$ cat config.mk
export PLATFORM = sky130hd
export DESIGN_NAME = tube_event_builder
export DESIGN_NICKNAME = d
export VERILOG_FILES = /design/src/rtl/qn17_pkg.sv /design/src/rtl/tube_sync_edge.sv /design/src/rtl/tube_event_builder.sv
export SDC_FILE = /design/constraint.sdc
export NUM_CORES = 1
export LEC_CHECK = 0
export CAP_MARGIN = 20
export CORE_ASPECT_RATIO = 1.25
export CORE_MARGIN = 2
export CORE_UTILIZATION = 35
export DETAILED_ROUTE_END_ITERATION = 12
export GPL_TIMING_DRIVEN = 0
export SYNTH_ARGS = -nofsm -noshare
export SYNTH_HDL_FRONTEND = slang
export SYNTH_SLANG_ARGS = --single-unit
$ cat constraint.sdc
create_clock -name clk100 -period 6.2 [get_ports clk100]
set_clock_uncertainty 0.1 [all_clocks]
set_input_delay 0.62 -clock clk100 [delete_from_list [all_inputs] [get_ports clk100]]
set_output_delay 0.62 -clock clk100 [all_outputs]
set_load 0.01 [all_outputs]
$ cat src/rtl/qn17_pkg.sv
// qn17_pkg: shared constants, readout word formats and FSM encoding for tube_event_builder.
// Contents: channel count/bases, tag codes, field widths, state_t, word-packing helpers.
// Build option: EVENT_TRAILER_EN adds the TRAILER state and the trailer word helper.
package qn17_pkg;

    localparam int NCH     = 32;
    localparam int BASE_3A = 0;
    localparam int BASE_3B = 8;
    localparam int BASE_4A = 16;
    localparam int BASE_4B = 24;
    localparam int TW      = 10;
    localparam int CW      = 5;
    localparam int EW      = 14;

    localparam logic [1:0] TAG_HDR = 2'b00;
    localparam logic [1:0] TAG_TRL = 2'b01;
    localparam logic       TAG_HIT = 1'b1;

    typedef enum logic [2:0] {
        S_IDLE,
        S_WINDOW,
        S_HEADER,
        S_SCAN
`ifdef EVENT_TRAILER_EN
        , S_TRAILER
`endif
    } state_t;

    function automatic logic [15:0] hdr_word(input logic [EW-1:0] evt);
        return {TAG_HDR, evt};
    endfunction

    function automatic logic [15:0] hit_word(input logic [CW-1:0] ch, input logic [TW-1:0] t);
        return {TAG_HIT, ch, t};
    endfunction

    function automatic logic [15:0] trl_word(input logic [5:0] nhits);
        return {TAG_TRL, 8'h00, nhits};
    endfunction

endpackage

$ cat src/rtl/tube_sync_edge.sv
// tube_sync_edge: W-bit multi-flop synchroniser followed by a one-cycle rising-edge pulse.
// Ports: clk, rst_n (async active-low), i_d (async inputs), o_rise (synchronised 0->1 pulse).
module tube_sync_edge #(
    parameter int W      = 1,
    parameter int STAGES = 2
) (
    input  logic         clk,
    input  logic         rst_n,
    input  logic [W-1:0] i_d,
    output logic [W-1:0] o_rise
);

    logic [W-1:0] r_sync [STAGES];
    logic [W-1:0] r_prev;

    always_ff @(posedge clk or negedge rst_n) begin
        if (!rst_n) begin
            for (int k = 0; k < STAGES; k++) r_sync[k] <= '0;
            r_prev <= '0;
        end else begin
            r_sync[0] <= i_d;
            for (int k = 1; k < STAGES; k++) r_sync[k] <= r_sync[k-1];
            r_prev <= r_sync[STAGES-1];
        end
    end

    assign o_rise = r_sync[STAGES-1] & ~r_prev;

endmodule

$ cat src/rtl/tube_event_builder.sv
// tube_event_builder: opens a timed window per scintillator coincidence, timestamps the first
// edge on each of 32 tube channels, then writes a header plus one word per hit into a FIFO.
// Ports: clk100, rst_n (async active-low), SCIN_COIN, TUBE3A/3B/4A/4B (async inputs),
//        wr_data/wr_en/wr_full (FIFO write port), busy (not IDLE), dropLight (sticky drop flag).
// Build option: EVENT_TRAILER_EN appends a trailer word {2'b01, 8'h00, nhits} after the scan.
module tube_event_builder
    import qn17_pkg::*;
#(
    parameter int WINDOW_CYCLES = 100,
    parameter int SYNC_STAGES   = 2
) (
    input  logic        clk100,
    input  logic        rst_n,
    input  logic        SCIN_COIN,
    input  logic [7:0]  TUBE3A,
    input  logic [7:0]  TUBE3B,
    input  logic [7:0]  TUBE4A,
    input  logic [7:0]  TUBE4B,
    output logic [15:0] wr_data,
    output logic        wr_en,
    input  logic        wr_full,
    output logic        busy,
    output logic        dropLight
);

    localparam logic [TW-1:0] T_LAST = TW'(WINDOW_CYCLES - 1);

    logic [NCH-1:0]         w_tube;
    logic [NCH-1:0]         w_hit;
    logic                   w_coin;
    state_t                 r_state;
    state_t                 w_next;
    logic [TW-1:0]          r_t;
    logic [CW-1:0]          r_idx;
    logic [NCH-1:0]         r_flag;
    logic [NCH-1:0][TW-1:0] r_time;
    logic [EW-1:0]          r_evt;
    logic                   r_drop;
    logic                   w_pend;
    logic                   w_step;
    logic [15:0]            w_word;

    assign w_tube[BASE_3A +: 8] = TUBE3A;
    assign w_tube[BASE_3B +: 8] = TUBE3B;
    assign w_tube[BASE_4A +: 8] = TUBE4A;
    assign w_tube[BASE_4B +: 8] = TUBE4B;

    tube_sync_edge #(.W(NCH), .STAGES(SYNC_STAGES)) u_sync_tube (
        .clk    (clk100),
        .rst_n  (rst_n),
        .i_d    (w_tube),
        .o_rise (w_hit)
    );

    tube_sync_edge #(.W(1), .STAGES(SYNC_STAGES)) u_sync_coin (
        .clk    (clk100),
        .rst_n  (rst_n),
        .i_d    (SCIN_COIN),
        .o_rise (w_coin)
    );

    // A state with no pending word always advances; a pending word advances only once written.
    assign w_step = !w_pend || !wr_full;

    always_comb begin
        w_next = r_state;
        w_pend = 1'b0;
        w_word = '0;
        case (r_state)
            S_IDLE:   w_next = w_coin ? S_WINDOW : S_IDLE;
            S_WINDOW: w_next = (r_t == T_LAST) ? S_HEADER : S_WINDOW;
            S_HEADER: begin
                w_pend = 1'b1;
                w_word = hdr_word(r_evt);
                w_next = w_step ? S_SCAN : S_HEADER;
            end
            S_SCAN: begin
                w_pend = r_flag[r_idx];
                w_word = w_pend ? hit_word(r_idx, r_time[r_idx]) : '0;
`ifdef EVENT_TRAILER_EN
                w_next = (w_step && r_idx == CW'(NCH - 1)) ? S_TRAILER : S_SCAN;
`else
                w_next = (w_step && r_idx == CW'(NCH - 1)) ? S_IDLE : S_SCAN;
`endif
            end
`ifdef EVENT_TRAILER_EN
            S_TRAILER: begin
                w_pend = 1'b1;
                w_word = trl_word(6'($countones(r_flag)));
                w_next = w_step ? S_IDLE : S_TRAILER;
            end
`endif
            default: w_next = S_IDLE;
        endcase
    end

    always_ff @(posedge clk100 or negedge rst_n) begin
        if (!rst_n) begin
            r_state <= S_IDLE;
            r_t     <= '0;
            r_idx   <= '0;
            r_flag  <= '0;
            r_time  <= '0;
            r_evt   <= '0;
            r_drop  <= 1'b0;
        end else begin
            r_state <= w_next;
            if (w_coin && r_state != S_IDLE) r_drop <= 1'b1;
            case (r_state)
                S_IDLE: begin
                    r_t <= '0;
                    if (w_coin) r_flag <= '0;
                end
                S_WINDOW: begin
                    r_t <= r_t + 1'b1;
                    for (int c = 0; c < NCH; c++) begin
                        if (w_hit[c] && !r_flag[c]) begin
                            r_flag[c] <= 1'b1;
                            r_time[c] <= r_t;
                        end
                    end
                end
                S_HEADER: begin
                    r_idx <= '0;
                    if (w_step) r_evt <= r_evt + 1'b1;
                end
                S_SCAN: if (w_step) r_idx <= r_idx + 1'b1;
                default: ;
            endcase
        end
    end

    assign wr_en     = w_pend && !wr_full;
    assign wr_data   = w_word;
    assign busy      = (r_state != S_IDLE);
    assign dropLight = r_drop;

endmodule
# --- Word-level counts from Yosys, hierarchy flattened ---
# Index checks and enable logic that the tools add are counted.
totals:
  regBits: 484
  input_bits: 36
  out_inout_bits: 19
  wordCells: 311
op_classes:
  n_addsub: 3
  n_lt_le_gt_ge: 1
  n_eq_ne: 39
  muxes: 49
  bitwise_logic: 4
  reduce_logical: 140
op_table:
  columns: ["operator", "count"]
  rows:
  - ["3-bit AND reduction", 32]
  - ["2-bit != test, second input constant", 34]
  - ["2-bit AND reduction", 34]
  - ["32-bit one-hot mux with 2 select lines", 1]
  - ["10-bit binary-select mux with 5-bit select", 1]
  - ["1-bit logical AND", 35]
  - ["1-bit two-way mux", 35]
  - ["1-bit logical NOT", 34]
  - ["32-bit AND", 1]
  - ["32-bit two-way mux", 1]
  - ["32-bit NOT", 1]
  - ["16-bit one-hot mux with 2 select lines", 1]
  - ["10-bit one-hot mux with 2 select lines", 1]
  - ["16-bit two-way mux", 1]
  - ["14-bit by 1-bit adder with 14-bit output, second input constant", 1]
  - ["10-bit by 1-bit adder with 10-bit output, second input constant", 1]
  - ["10-bit by 7-bit == test with 1-bit output, second input constant", 1]
  - ["10-bit two-way mux", 1]
  - ["5-bit one-hot mux with 2 select lines", 1]
  - ["2-bit one-hot mux with 4 select lines", 1]
  - ["3-bit by 2-bit == test with 1-bit output, second input constant", 2]
  - ["5-bit by 6-bit less-than comparator with 1-bit output, second input constant", 1]
  - ["5-bit by 1-bit adder with 5-bit output, second input constant", 1]
  - ["1-bit binary-select mux with 5-bit select", 1]
  - ["other kinds (11)", 13]

# --- Longest topological paths before layout ---
logic_depth:
  ltp_word: 8
  mapped_depth: 10

# --- Hierarchy ---
# From an unflattened synthesis, not the netlist that was laid out.
hier_totals:
  hier_cells: 1322
  hier_area_um2: 20671.1
by_module_without_submodules:
  columns: ["mod", "instances", "cells_per_inst", "area_per_inst_um2", "seq_area_each_um2"]
  rows:
  - ["tube_event_builder", 1, 1190, 17739.5, 9609.2]
  - ["tube_sync_edge (u_sync_tube)", 1, 128, 2842.7, 2402.3]
  - ["tube_sync_edge (u_sync_coin)", 1, 4, 88.8, 75.1]

# --- Least setup slack after synthesis ---
# Ideal clock, no wire load.
synth_timing:
  kind: "register to output"
  from: "register r_idx[0]"
  to: "output wr_data[1]"
  arrival_ps: 2266
  t_required_ps: 5480
  slack_ps: 3214
  stages_incl_launch_ff: 7
  path_buffers: 2
  path_cell_list: "dfrtp_1 clkbuf_1 buf_1 mux4_2 mux4_2 a21oi_1 o21ai_0"
synth_between:
  elab_chain_len: 4
synth_rtl:
  columns: ["element", "line", "rtl"]
  rows:
  - ["start: declaration", "tube_event_builder.sv:34", "logic [CW-1:0] r_idx;"]
  - ["start signal: assignment", "tube_event_builder.sv:127", "S_SCAN: if (w_step) r_idx <= r_idx + 1'b1;"]
  - ["10-bit binary-select mux with 5-bit select / 1-bit binary-select mux with 5-bit select (equally long branches)", "tube_event_builder.sv:79, tube_event_builder.sv:78", null]
  - ["10-bit two-way mux (implied by the code) / 1-bit two-way mux (equally long branches)", "tube_event_builder.sv:79, tube_event_builder.sv:78", null]
  - ["16-bit two-way mux (*)", "tube_event_builder.sv:79", "w_word = w_pend ? hit_word(r_idx, r_time[r_idx]) : '0;"]
  - ["16-bit one-hot mux with 2 select lines (*)", "tube_event_builder.sv:69", "case (r_state)"]
  - ["end: declaration", "tube_event_builder.sv:19", "output logic [15:0] wr_data,"]
# Every way passes the cells marked *; elsewhere a longest branch is shown, timed or not. The select of a mux whose other input is x is not followed.

# --- Worst setup path after layout ---
layout_timing:
  from: "register r_idx[1]"
  to: "output wr_data[1]"
# The elaborated chain is that of the path after synthesis.

==> run_results.csv <==
group,metric,value,unit
finish,fillerInstances,5335,
routing,wl_per_cell,22.5,µm
pwr,p_per_area,492,nW/µm²
clock_network,postCtsSetupBuffers,0,
place,post-place-ws,1540,ps
global_route,grt_pass1_vias,12500,
routing,antenna_left,0,
die,die_h,273,µm
outcome,outcome,"complete, no violations",
pwr,max-vdd-ir-drop,0.000258,V
sta,slew_viol_final,0,
setup_path,cp-start-kind,"flop",
sta,period_needed,5260,ps
setup_path,cp-end-kind,"output pin",
sta,rsz0062_at_grt,"no",
routing,dr.pass1.iters,5,
sta,setup_violations,0,
setup_path,r2r-end,"r_idx[3]$_DFFE_PN0P_",
yosys,synthCells,1357,
die,initial_core_util,35.3,%
clock_network,clockBufferDepth,3,
sta,max_freq,0.190,GHz
flow_run,cap_violations,0,
yosys,synthArstFlopShare,100,%
finish,regArea,12100,µm²
clock_network,clk_latency,590,ps
place,hpwl,35200,µm
place,place_congestion,0.886,
clock_network,root_buffer,"clkbuf_16",
hold_path,hold_path.class,"flop to flop",
routing,via_per_inst,5.13,
clock_network,cts.htree.levels,2,
sta,fin_crit_sh,84.8,%
hold_path,min_path_cells,0,
routing,vias,11600,
die,pin_count,55,
global_route,antenna_found_initial,0,
yosys,synth_edf_count,0,
hold_path,hold_end,"u_sync_tube.r_sync[29]$_DFF_PN0_",
global_route,grt_max_degree,121,
finish,final_common_cell,"dfrtp_1",
global_route,track_usage,17.5,%
hold_path,hp-start,"u_sync_tube.r_sync[61]$_DFF_PN0_",
yosys,yosysSeqAreaShare,59.9,%
setup_path,cp_max_fo,10,
setup_path,reg2regPathDepth,8,
die,rows,98,
sta,worstMarginPinSlew,946,ps
setup_path,r2r_slack,2980,ps
yosys,synth_area_per_cell,14.9,µm²
yosys,ys_seq_elements,483,
finish,multi_input_comb_area,7630,µm²
finish,nets,1508,
yosys,ys_warn_count,0,
clock_network,numClockSinks,483,
yosys,synth_ff_type,"dfrtp_1",
finish,drive_gt1_share,35.3,%
die,die_w,219,µm
sta,relSlewSlack,36.9,%
setup_path,crit_required,5480,ps
setup_path,slowest_stage,"clkdlybuf4s50_1",
finish,final_util,41.2,%
setup_path,max_stage_delay,500,ps
sta,finalHoldViolCount,0,
clock_network,clkTransAtPathRegs,60,ps
finish,area_delta_synth_final,16.6,%
setup_path,path_class,"flop to output pin",
routing,routed_wirelength,50700,µm
clock_network,numCtsBuffers,50,
clock_network,cts_tree,"done",
pwr,leakage,0.0107,µW
setup_path,r2r-start,"r_idx[1]$_DFFE_PN0P_",
global_route,globalRouteOverflowTotal,0,
routing,drt_iter0_drc,875,
global_route,grt_pass1_wl,77700,µm
yosys,syn_area,20200,µm²
routing,drcViolationCount,0,
yosys,ys_types,43,
place,port_buffers,54,
sta,layout_setup_ws,940,ps
yosys,syn_nets,1397,
die,dieArea,59600,µm²
die,core-area,57100,µm²
finish,mostFrequentLayoutCells,"483 x dfrtp_1, 325 x mux2_2, 98 x nand2_1",
finish,n_antenna_cell,0,
setup_path,critical_path_arrival,4540,ps
setup_path,path_common_cell,"buf_2",
setup_path,path_cells,"buf_2, buf_2, buf_2, buf_2, buf_2, mux4_2, mux2i_1, o22ai_1, a21oi_1, o21ai_0, clkdlybuf4s50_1",
[cell usage after synthesis (10+ instances only)]
| cell | instances | area share, % |
|---|---|---|
| o22ai_1 | 10 | 0.31 |
| nor2_1 | 46 | 0.86 |
| a21oi_1 | 12 | 0.30 |
| buf_2 | 20 | 0.50 |
| mux2_2 | 325 | 18 |
| nand3_1 | 53 | 1.3 |
| mux2i_1 | 32 | 1.6 |
| mux4_2 | 92 | 10 |
| dfrtp_1 | 483 | 60 |
| nand2_1 | 98 | 1.8 |
| o21ai_0 | 16 | 0.40 |
| clkbuf_1 | 89 | 1.7 |
| xnor2_1 | 10 | 0.43 |
[critical path, delay by kind of cell, from the launching register on]
family	cells	cell delay [ps]
AOI/OAI and AO/OA	3	460
buffers and inverters	6	2510
muxes	2	610
DFF	1	350
[sequential cells by signal, summed over array words and instances, names as in the netlist]
| signal | count |
|---|---|
| r_t | 10 |
| r_time | 320 |
| u_sync_tube.r_sync | 64 |
| r_idx | 5 |
| u_sync_tube.r_prev | 32 |
| r_state | 2 |
| r_evt | 14 |
| r_flag | 32 |
| u_sync_coin.r_prev | 1 |
| dropLight | 1 |
| u_sync_coin.r_sync | 2 |
[through the flow]
step                      hold WS, ps  area (µm²)  TNS (ps)  instances  total power, µW
after floorplan                   224       20200         0       1357             6950
after global placement            235       21700  -7908180       2161             8370
after detailed placement          235       21800         0       2165             8470
after CTS                         244       23500         0       2256            11700
after global routing              251       23500         0       2256            12200
final                             243       23500         0       2256            11600
[worst max-delay path by stage]
stage	startpoint	endpoint	slack [ps]	cells after the start
after floorplan	r_idx[0]$_DFFE_PN0P_	wr_data[1]	3210	6
after global placement	rst_n	r_time[40]$_DFFE_PN0P_	-16440	1
after detailed placement	r_idx[1]$_DFFE_PN0P_	wr_data[6]	1540	11
after CTS	r_idx[1]$_DFFE_PN0P_	wr_data[6]	890	11
after global routing	r_idx[1]$_DFFE_PN0P_	wr_data[1]	690	11
final	r_idx[1]$_DFFE_PN0P_	wr_data[1]	940	11
[timing repair]
action                    4_1_cts  5_1_grt
hold endpoints to repair       71        0
hold buffers                    1        0
gates resized for setup         0        0
[kinds of logic (layout without fill, tap and decap cells)]
kind of cell,after synthesis,in the layout,synth area share [%]
buf+inv,120,269,2.36
compound gates,62,62,2.01
simple gates,222,222,4.80
xor+xnor,17,17,0.738
mux,449,449,30.0
fa+ha+maj,4,4,0.248
flops,483,483,59.9
[area by class of cell]
| cell class | count | area share [%] |
|---|---|---|
| inverters | 8 | 0.128 |
| clock inverters | 23 | 1.34 |
| well taps | 750 | 3.99 |
| plain buffers | 112 | 1.89 |
| flip-flops and latches | 483 | 51.3 |
| clock buffers | 67 | 6.10 |
| repair buffers | 59 | 2.83 |
| multi-input cells | 754 | 32.4 |
[routing by layer]
metal	vias up	routed length (µm)	GRT usage, %
met1	6095	21100	22.5
met2	287	25100	29.4
met4	0	1910	6.92
met5	-	0	0
met3	86	2640	3.33
li1	5106	-	-
[power breakdown]
group          internal, µW  switching (µW)  leakage [µW]
logic                  1820            2150       0.00374
registers              3990             438       0.00610
clock network          1920            1250      0.000871
No activity file was read; power rests on OpenSTA's default activity.
